===== src/rtl/rr_mux_if.sv =====
// Handshake bundle for rr_mux: NUM_CH producer channels in, one tagged word out.
// master drives the producer side and out_ready; slave is the multiplexer.
interface rr_mux_if #(
  parameter int NUM_CH = 2,
  parameter int DATA_W = 1
);
  localparam int SEL_W = (NUM_CH > 1) ? $clog2(NUM_CH) : 1;

  logic [NUM_CH-1:0]        in_valid;
  logic [NUM_CH*DATA_W-1:0] in_data;
  logic [NUM_CH-1:0]        in_ready;
  logic                     out_valid;
  logic [DATA_W-1:0]        out_data;
  logic [SEL_W-1:0]         out_sel;
  logic                     out_ready;

  modport master (
    output in_valid, in_data, out_ready,
    input  in_ready, out_valid, out_data, out_sel
  );

  modport slave (
    input  in_valid, in_data, out_ready,
    output in_ready, out_valid, out_data, out_sel
  );
endinterface


===== src/rtl/rr_mux.sv =====
// N-to-1 round-robin multiplexer feeding a one-entry output register slice;
// each output word is tagged with the index of the channel it came from.
module rr_mux #(
  parameter int NUM_CH = 2,
  parameter int DATA_W = 1
) (
  input logic   clk,
  input logic   rst,
  rr_mux_if.slave bus
);
  localparam int SEL_W = (NUM_CH > 1) ? $clog2(NUM_CH) : 1;

  logic [DATA_W-1:0] ch_data [NUM_CH];

  logic              out_valid_q, out_valid_d;
  logic [DATA_W-1:0] out_data_q,  out_data_d;
  logic [SEL_W-1:0]  out_sel_q,   out_sel_d;
  logic [SEL_W-1:0]  last_grant_q, last_grant_d;

  logic              slot_free;
  logic              found;
  logic              grant_en;
  logic [SEL_W-1:0]  grant_idx;
  logic [NUM_CH-1:0] in_ready_c;

  genvar gi;
  generate
    for (gi = 0; gi < NUM_CH; gi++) begin : g_unpack
      assign ch_data[gi] = bus.in_data[gi*DATA_W +: DATA_W];
    end
  endgenerate

  always_comb begin
    slot_free = !out_valid_q || bus.out_ready;
    found     = 1'b0;
    grant_idx = '0;
    // Scan starts one past the last winner so the previous grantee has lowest priority.
    for (int k = 1; k <= NUM_CH; k++) begin
      if (!found && bus.in_valid[(int'(last_grant_q) + k) % NUM_CH]) begin
        found     = 1'b1;
        grant_idx = SEL_W'((int'(last_grant_q) + k) % NUM_CH);
      end
    end
    grant_en   = found && slot_free && !rst;
    in_ready_c = '0;
    if (grant_en) begin
      in_ready_c[grant_idx] = 1'b1;
    end
  end

  always_comb begin
    out_valid_d  = out_valid_q;
    out_data_d   = out_data_q;
    out_sel_d    = out_sel_q;
    last_grant_d = last_grant_q;
    if (grant_en) begin
      out_valid_d  = 1'b1;
      out_data_d   = ch_data[grant_idx];
      out_sel_d    = grant_idx;
      last_grant_d = grant_idx;
    end else if (bus.out_ready) begin
      // Drained with nothing to refill: data and tag keep their last values.
      out_valid_d = 1'b0;
    end
  end

  always_ff @(posedge clk) begin
    if (rst) begin
      out_valid_q  <= 1'b0;
      out_data_q   <= '0;
      out_sel_q    <= '0;
      last_grant_q <= SEL_W'(NUM_CH - 1);
    end else begin
      out_valid_q  <= out_valid_d;
      out_data_q   <= out_data_d;
      out_sel_q    <= out_sel_d;
      last_grant_q <= last_grant_d;
    end
  end

  assign bus.in_ready  = in_ready_c;
  assign bus.out_valid = out_valid_q;
  assign bus.out_data  = out_data_q;
  assign bus.out_sel   = out_sel_q;
endmodule


===== src/flat_wrapper.sv =====
// flat-port wrapper written by rule: the top's interface ports become plain ports
module rr_mux_flat 
#(
  parameter int NUM_CH = 2,
  parameter int DATA_W = 1
)
  (clk, rst, bus_in_valid, bus_in_data, bus_out_ready, bus_in_ready, bus_out_valid, bus_out_data, bus_out_sel);
  rr_mux_if #(.NUM_CH(NUM_CH), .DATA_W(DATA_W)) bus_i ();
  input logic clk;
  input logic rst;
  input wire logic [$bits(bus_i.in_valid)-1:0] bus_in_valid;
  input wire logic [$bits(bus_i.in_data)-1:0] bus_in_data;
  input wire logic [$bits(bus_i.out_ready)-1:0] bus_out_ready;
  output wire logic [$bits(bus_i.in_ready)-1:0] bus_in_ready;
  output wire logic [$bits(bus_i.out_valid)-1:0] bus_out_valid;
  output wire logic [$bits(bus_i.out_data)-1:0] bus_out_data;
  output wire logic [$bits(bus_i.out_sel)-1:0] bus_out_sel;
  assign bus_i.in_valid = bus_in_valid;
  assign bus_i.in_data = bus_in_data;
  assign bus_i.out_ready = bus_out_ready;
  assign bus_in_ready = bus_i.in_ready;
  assign bus_out_valid = bus_i.out_valid;
  assign bus_out_data = bus_i.out_data;
  assign bus_out_sel = bus_i.out_sel;
  rr_mux #(.NUM_CH(NUM_CH), .DATA_W(DATA_W)) u_core (.clk(clk), .rst(rst), .bus(bus_i));
endmodule

===== config.mk =====
export PLATFORM = sky130hd
export DESIGN_NAME = rr_mux_flat
export DESIGN_NICKNAME = d
export VERILOG_FILES = /design/src/rtl/rr_mux_if.sv /design/src/rtl/rr_mux.sv /design/src/flat_wrapper.sv
export SDC_FILE = /design/constraint.sdc
export NUM_CORES = 1
export LEC_CHECK = 0
export ABC_AREA = 1
export CAP_MARGIN = 20
export CORE_AREA = 3 3 40 42
export CTS_BUF_LIST = sky130_fd_sc_hd__clkbuf_4
export CTS_CLUSTER_DIAMETER = 30
export DETAILED_ROUTE_END_ITERATION = 16
export DIE_AREA = 0 0 43 45
export SETUP_SLACK_MARGIN = 0.2
export SLEW_MARGIN = 30
export SYNTH_ARGS = -nofsm -noshare
export SYNTH_HDL_FRONTEND = slang
export SYNTH_SLANG_ARGS = --single-unit

===== constraint.sdc =====
create_clock -name clk -period 0.95 [get_ports clk]
set_input_delay 0.19 -clock clk [delete_from_list [all_inputs] [get_ports clk]]
set_output_delay 0.19 -clock clk [all_outputs]
set_load 0.005 [all_outputs]

---- Word-level counts from Yosys, hierarchy flattened ----
Index checks and enable logic that the tools add are counted.
word-level totals
  bits in writable memories ............... 0
  memories kept ........................... 0
  input bits .............................. 7
  bits in latches ......................... 0
  ROM bits ................................ 0
  word-level logic and storage cells ...... 41
  bits in registers ....................... 4
  output and inout bits ................... 5
operators by class
  muxes and demuxes ....................... 18
  reduce and logical (&&, ||, !) cells .... 9
  $mul .................................... 0
  add/subtract/negate cells ............... 2
  magnitude comparators ................... 5
  bitwise gates (word level) .............. 3
  div/mod/pow operators ................... 0
  eq/ne operators ......................... 0
  shifts and indexed selects .............. 0
operators with widths
  operator               number
  $mux W1                16
  $lt A2 B3 Y1 const B   2
  $logic_and A1 B1 Y1    4
  $logic_not A1 Y1       3
  $add A1 B1 Y1 const B  2
  $and A1 B1 Y1 const A  2
  $ge A2 B2 Y1 const B   1
  $lt A1 B2 Y1 const B   1
  $mux W2                1
  $not A1 Y2             1
  $reduce_bool A2 Y1     1
  $demux W1 S1           1
  $ge A1 B1 Y1 const B   1
  $logic_or A1 B1 Y1     1

---- Logic depth before layout (Yosys ltp) ----
  depth in word-level cells ............... 14
  gate-level depth with buffers ........... 6
  depth with buffers taken out ............ 6

---- Least setup slack after synthesis ----
Ideal clock, no wire load.
  path kind ............................... reg2out
  start ................................... register u_core.out_valid_q, in the netlist u_core.bus.out_valid
  end ..................................... output bus_in_ready[1]
  data arrival time ....................... 687 ps
  setup slack ............................. 73 ps
  required time ........................... 760 ps
  cell stages (with the launch flop) ...... 6
  path buffers ............................ 0
  path through ............................ dfxtp_1 nand2_2 nand2_4 nor2_4 nand2_1 inv_1
on the way
  longest elaborated chain between the ends .. 5
RTL lines
  element                           line                text
  from (decl)                       rr_mux.sv:15        logic out_valid_q, out_valid_d;
  from (signal assigned)            rr_mux.sv:74        out_valid_q <= out_valid_d;
  $logic_not A1 Y1                  rr_mux.sv:34        slot_free = !out_valid_q || bus.out_ready;
  $logic_or A1 B1 Y1                rr_mux.sv:34
  $logic_and A1 B1 Y1 (2 in a row)  rr_mux.sv:44        grant_en = found && slot_free && !rst;
  $mux W2                           rr_mux.sv:46        if (grant_en) begin
  to (decl)                         flat_wrapper.sv:14  output wire logic [$bits(bus_i.in_ready)-1:0] bus_in_ready;
Every way passes these cells.

---- Final worst setup path ----
Ends and elaborated chain as after synthesis.

==> impl_metrics.json <==
{
  "gr-max-usage-layer": "met2",
  "first_pass_iters": 1,
  "clock_path_buffers": 2,
  "antenna_found_initial": 0,
  "rr_startpoint": "u_core.bus.out_valid",
  "synth.cell_area_sq_um": 215.2,
  "maxSlewHeadroom_pct": 87.49,
  "reg2reg_depth": 7,
  "portBuffers": 11,
  "post_synth_xor_area_fraction_pct": 0,
  "clk_latency_ns": 0.23,
  "grt_max_degree": 4,
  "stdcell_count": 69,
  "netlist_instances": 30,
  "final_count_of_pins_violating_max_slew": 0,
  "post_synth_simple_gate_area_pct": 47.67,
  "die_ht_um": 45,
  "insertedDiodeCount": 0,
  "synth_adder_area_share_pct": 0,
  "timing.critical_path.from": "u_core.bus.out_valid",
  "path_cells": "nand2_4 > nand2_4 > nor2_4 > nand2_2 > inv_2 > buf_2",
  "finalCritPeriodShare_pct": 124.9,
  "synth_sequential_area_ratio_pct": 37.21,
  "setup.worst_path.end_class": "output pin",
  "global_route.usage.met1_pct": 6.988,
  "globalplace.congestion": 0.6310,
  "finalHoldViolCount": 0,
  "complex_gate_fraction_of_the_synthesized_area_pct": 4.651,
  "critPathMaxFanout": 3,
  "cts_buffers": 3,
  "power-per-cell-area_nw_per_um2": 1242,
  "drt_drc": 0,
  "ir_drop_mv": 0.3955,
  "cpMostUsedCell": "sky130_fd_sc_hd__nand2_4",
  "fin_crit_ns": 1.186,
  "layout.cells.most_common_list": "sky130_fd_sc_hd__buf_4, sky130_fd_sc_hd__inv_2, sky130_fd_sc_hd__nand2_1, sky130_fd_sc_hd__dlygate4sd2_1",
  "power_leakage_nw": 0.2522,
  "finalCoreUtilization_pct": 35.93,
  "delay_heaviest_family_cp": "flip-flops",
  "number_of_global_route_vias_before_repair": 271,
  "grt_use_total_pct": 6.994,
  "min_setup_slack_post_route_ns": -0.2365,
  "unrepaired_setup_endpoints_after_global_routing": "true",
  "worst_ep_required_time_ns": 0.76,
  "cts-htree-levels": 1,
  "critical_path_cell_count": 6,
  "gr-usage-met3_pct": 2.789,
  "max_freq_mhz": 842.8,
  "max_cap_violations": 0,
  "hold_path_startpoint": "bus_out_ready",
  "critical-path-max-stage-delay_ns": 0.32,
  "synthesized_flop_and_latch_total": 4,
  "drt-wirelength-per-cell_um": 8.710,
  "cp_num_buf_inv": 2,
  "tritoncts_num_sinks": 4,
  "filler_cell_count": 143,
  "synth_top_family_by_area": "simple AND/OR/NAND/NOR gates",
  "cts_tree": "yes",
  "criticalPathCategory": "flop to output pin",
  "min_path_type": "input pin to flop",
  "failing_checks": "setup timing",
  "initialDrtViolationCount": 0,
  "min_delay_path_depth": 4,
  "clock_root_buffer_master": "sky130_fd_sc_hd__clkbuf_4",
  "placedCellCount": 61,
  "register_clock_pin_slew_on_the_reported_worst_setup_and_hold_paths_ns": 0.04,
  "cp_data_arrival_time_ns": 1.00,
  "most_common_cell_after_layout_fill_and_taps_aside": "sky130_fd_sc_hd__buf_4",
  "core_region_area_sq_um": 1285,
  "synth_mux_area_share_pct": 0,
  "die_area_sq_um": 1935,
  "std_cell_rows": 13,
  "route.vias.total": 267,
  "cts-hold-fix-buffers": 0,
  "grt_first_pass_wirelength_um": 979,
  "via_per_inst": 3.870,
  "overflow": 0,
  "floorplan.initialDensity_pct": 16.75,
  "die_width_um": 43,
  "area_delta_synth_final_pct": 114.5,
  "timing_worst_slew_pin_value_ns": 0.1877,
  "syn_avg_cell_area_sq_um": 7.174,
  "pre_cts_slack_ns": -0.8341,
  "final_nets": 63,
  "setup_viol": 7,
  "gr-usage-met2_pct": 11.68,
  "yosysUniqueCellTypes": 11,
  "antenna_left": 0,
  "synth_warnings": 0,
  "clock-skew-final_ns": 0.002249,
  "status": "complete, but fails checks",
  "pin_count": 12,
  "timing.critical_path.slowest_stage_cell": "sky130_fd_sc_hd__dfxtp_2",
  "cp-start-kind": "flop",
  "detail_route.wirelength_um": 601,
  "proportion_of_layout_cells_with_a_drive_suffix_above_1_pct": 70.37,
  "mappedNetlistNets": 37,
  "dpl.hpwl_um": 430.3
}
-- cells by family (layout without fill, tap and decap cells) --
family                 count (synthesis)  in the layout
buffers and inverters                  6             30
AO/OA/AOI/OAI                          2              2
AND/OR/NAND/NOR                       18             18
flip-flops                             4              4
-- timing repair --
action	in CTS	in global routing
hold endpoints to repair	0	0
pin swaps	5	6
gates resized for setup	31	3
setup endpoints to repair	9	9
setup buffers	3	2
-- final cells by class --
type	count	area, sq um	share of cell area [%]
timing repair buffer	21	176.4	38.21
multi-input combinational	20	136.4	29.54
sequential	4	85.08	18.43
clock buffer	3	22.52	4.878
inverter	6	22.52	4.878
tap	15	18.77	4.065
-- registers in the layout, indices dropped and copies added, names as in the netlist --
| name | count |
|---|---|
| u_core.last_grant_q | 1 |
| u_core.bus.out_sel | 1 |
| u_core.bus.out_valid | 1 |
| u_core.bus.out_data | 1 |
-- cell usage after synthesis --
cell | count | area (sq um)
sky130_fd_sc_hd__inv_2 | 3 | 11.26
sky130_fd_sc_hd__nand2_1 | 9 | 33.78
sky130_fd_sc_hd__nor2_1 | 1 | 3.750
sky130_fd_sc_hd__inv_1 | 3 | 11.26
sky130_fd_sc_hd__dfxtp_1 | 4 | 80.08
sky130_fd_sc_hd__nand3_1 | 3 | 15.01
sky130_fd_sc_hd__nor2_4 | 1 | 11.26
sky130_fd_sc_hd__nand2_4 | 2 | 22.52
sky130_fd_sc_hd__nand2_2 | 1 | 6.260
sky130_fd_sc_hd__a21oi_1 | 2 | 10.01
sky130_fd_sc_hd__nand3_2 | 1 | 10.01
-- layer usage --
layer / routed length, um / part of all wire [%]
met5: 0 / 0
met4: 14 / 2.3
met3: 38 / 6.3
met2: 298 / 50
met1: 249 / 41
-- where the power goes --
part	leakage, nW	internal, mW	switching [mW]
Sequential	0.0338	0.184	0.00891
Combinational	0.205	0.0961	0.0706
Clock	0.0138	0.141	0.0720
Total	0.252	0.422	0.151
-- stage by stage --
step           total power, mW  hold slack, ns  setup TNS [ns]  instance area [sq um]
3_3_place_gp            0.3345          0.4617          -3.056                  392.9
4_1_cts                 0.5599          0.3771         -0.4951                  432.9
6_report                0.5735          0.3869         -0.5535                  461.7
2_1_floorplan           0.2518          0.2517               0                  226.5
3_5_place_dp            0.3350          0.4652          -3.099                  392.9
5_1_grt                 0.5974          0.4171         -0.8881                  461.7
-- worst register-to-register path, stage by stage (launching register included) --
cell and delay [ns]:
sky130_fd_sc_hd__dfxtp_2 0.32, sky130_fd_sc_hd__nand2_4 0.07, sky130_fd_sc_hd__nand2_4 0.06, sky130_fd_sc_hd__nor2_4 0.11
sky130_fd_sc_hd__buf_4 0.11, sky130_fd_sc_hd__buf_4 0.09, sky130_fd_sc_hd__nand2_1 0.05, sky130_fd_sc_hd__a21oi_2 0.12
-- final timing paths --
kind                          endpoint  slack [ns]
setup / recovery       bus_in_ready[1]       -0.24
hold / removal    u_core.bus.out_valid        0.39
setup reg to reg   u_core.bus.out_data       -0.04
hold reg to reg     u_core.bus.out_sel        0.45
(Power assumes the default switching activity.)
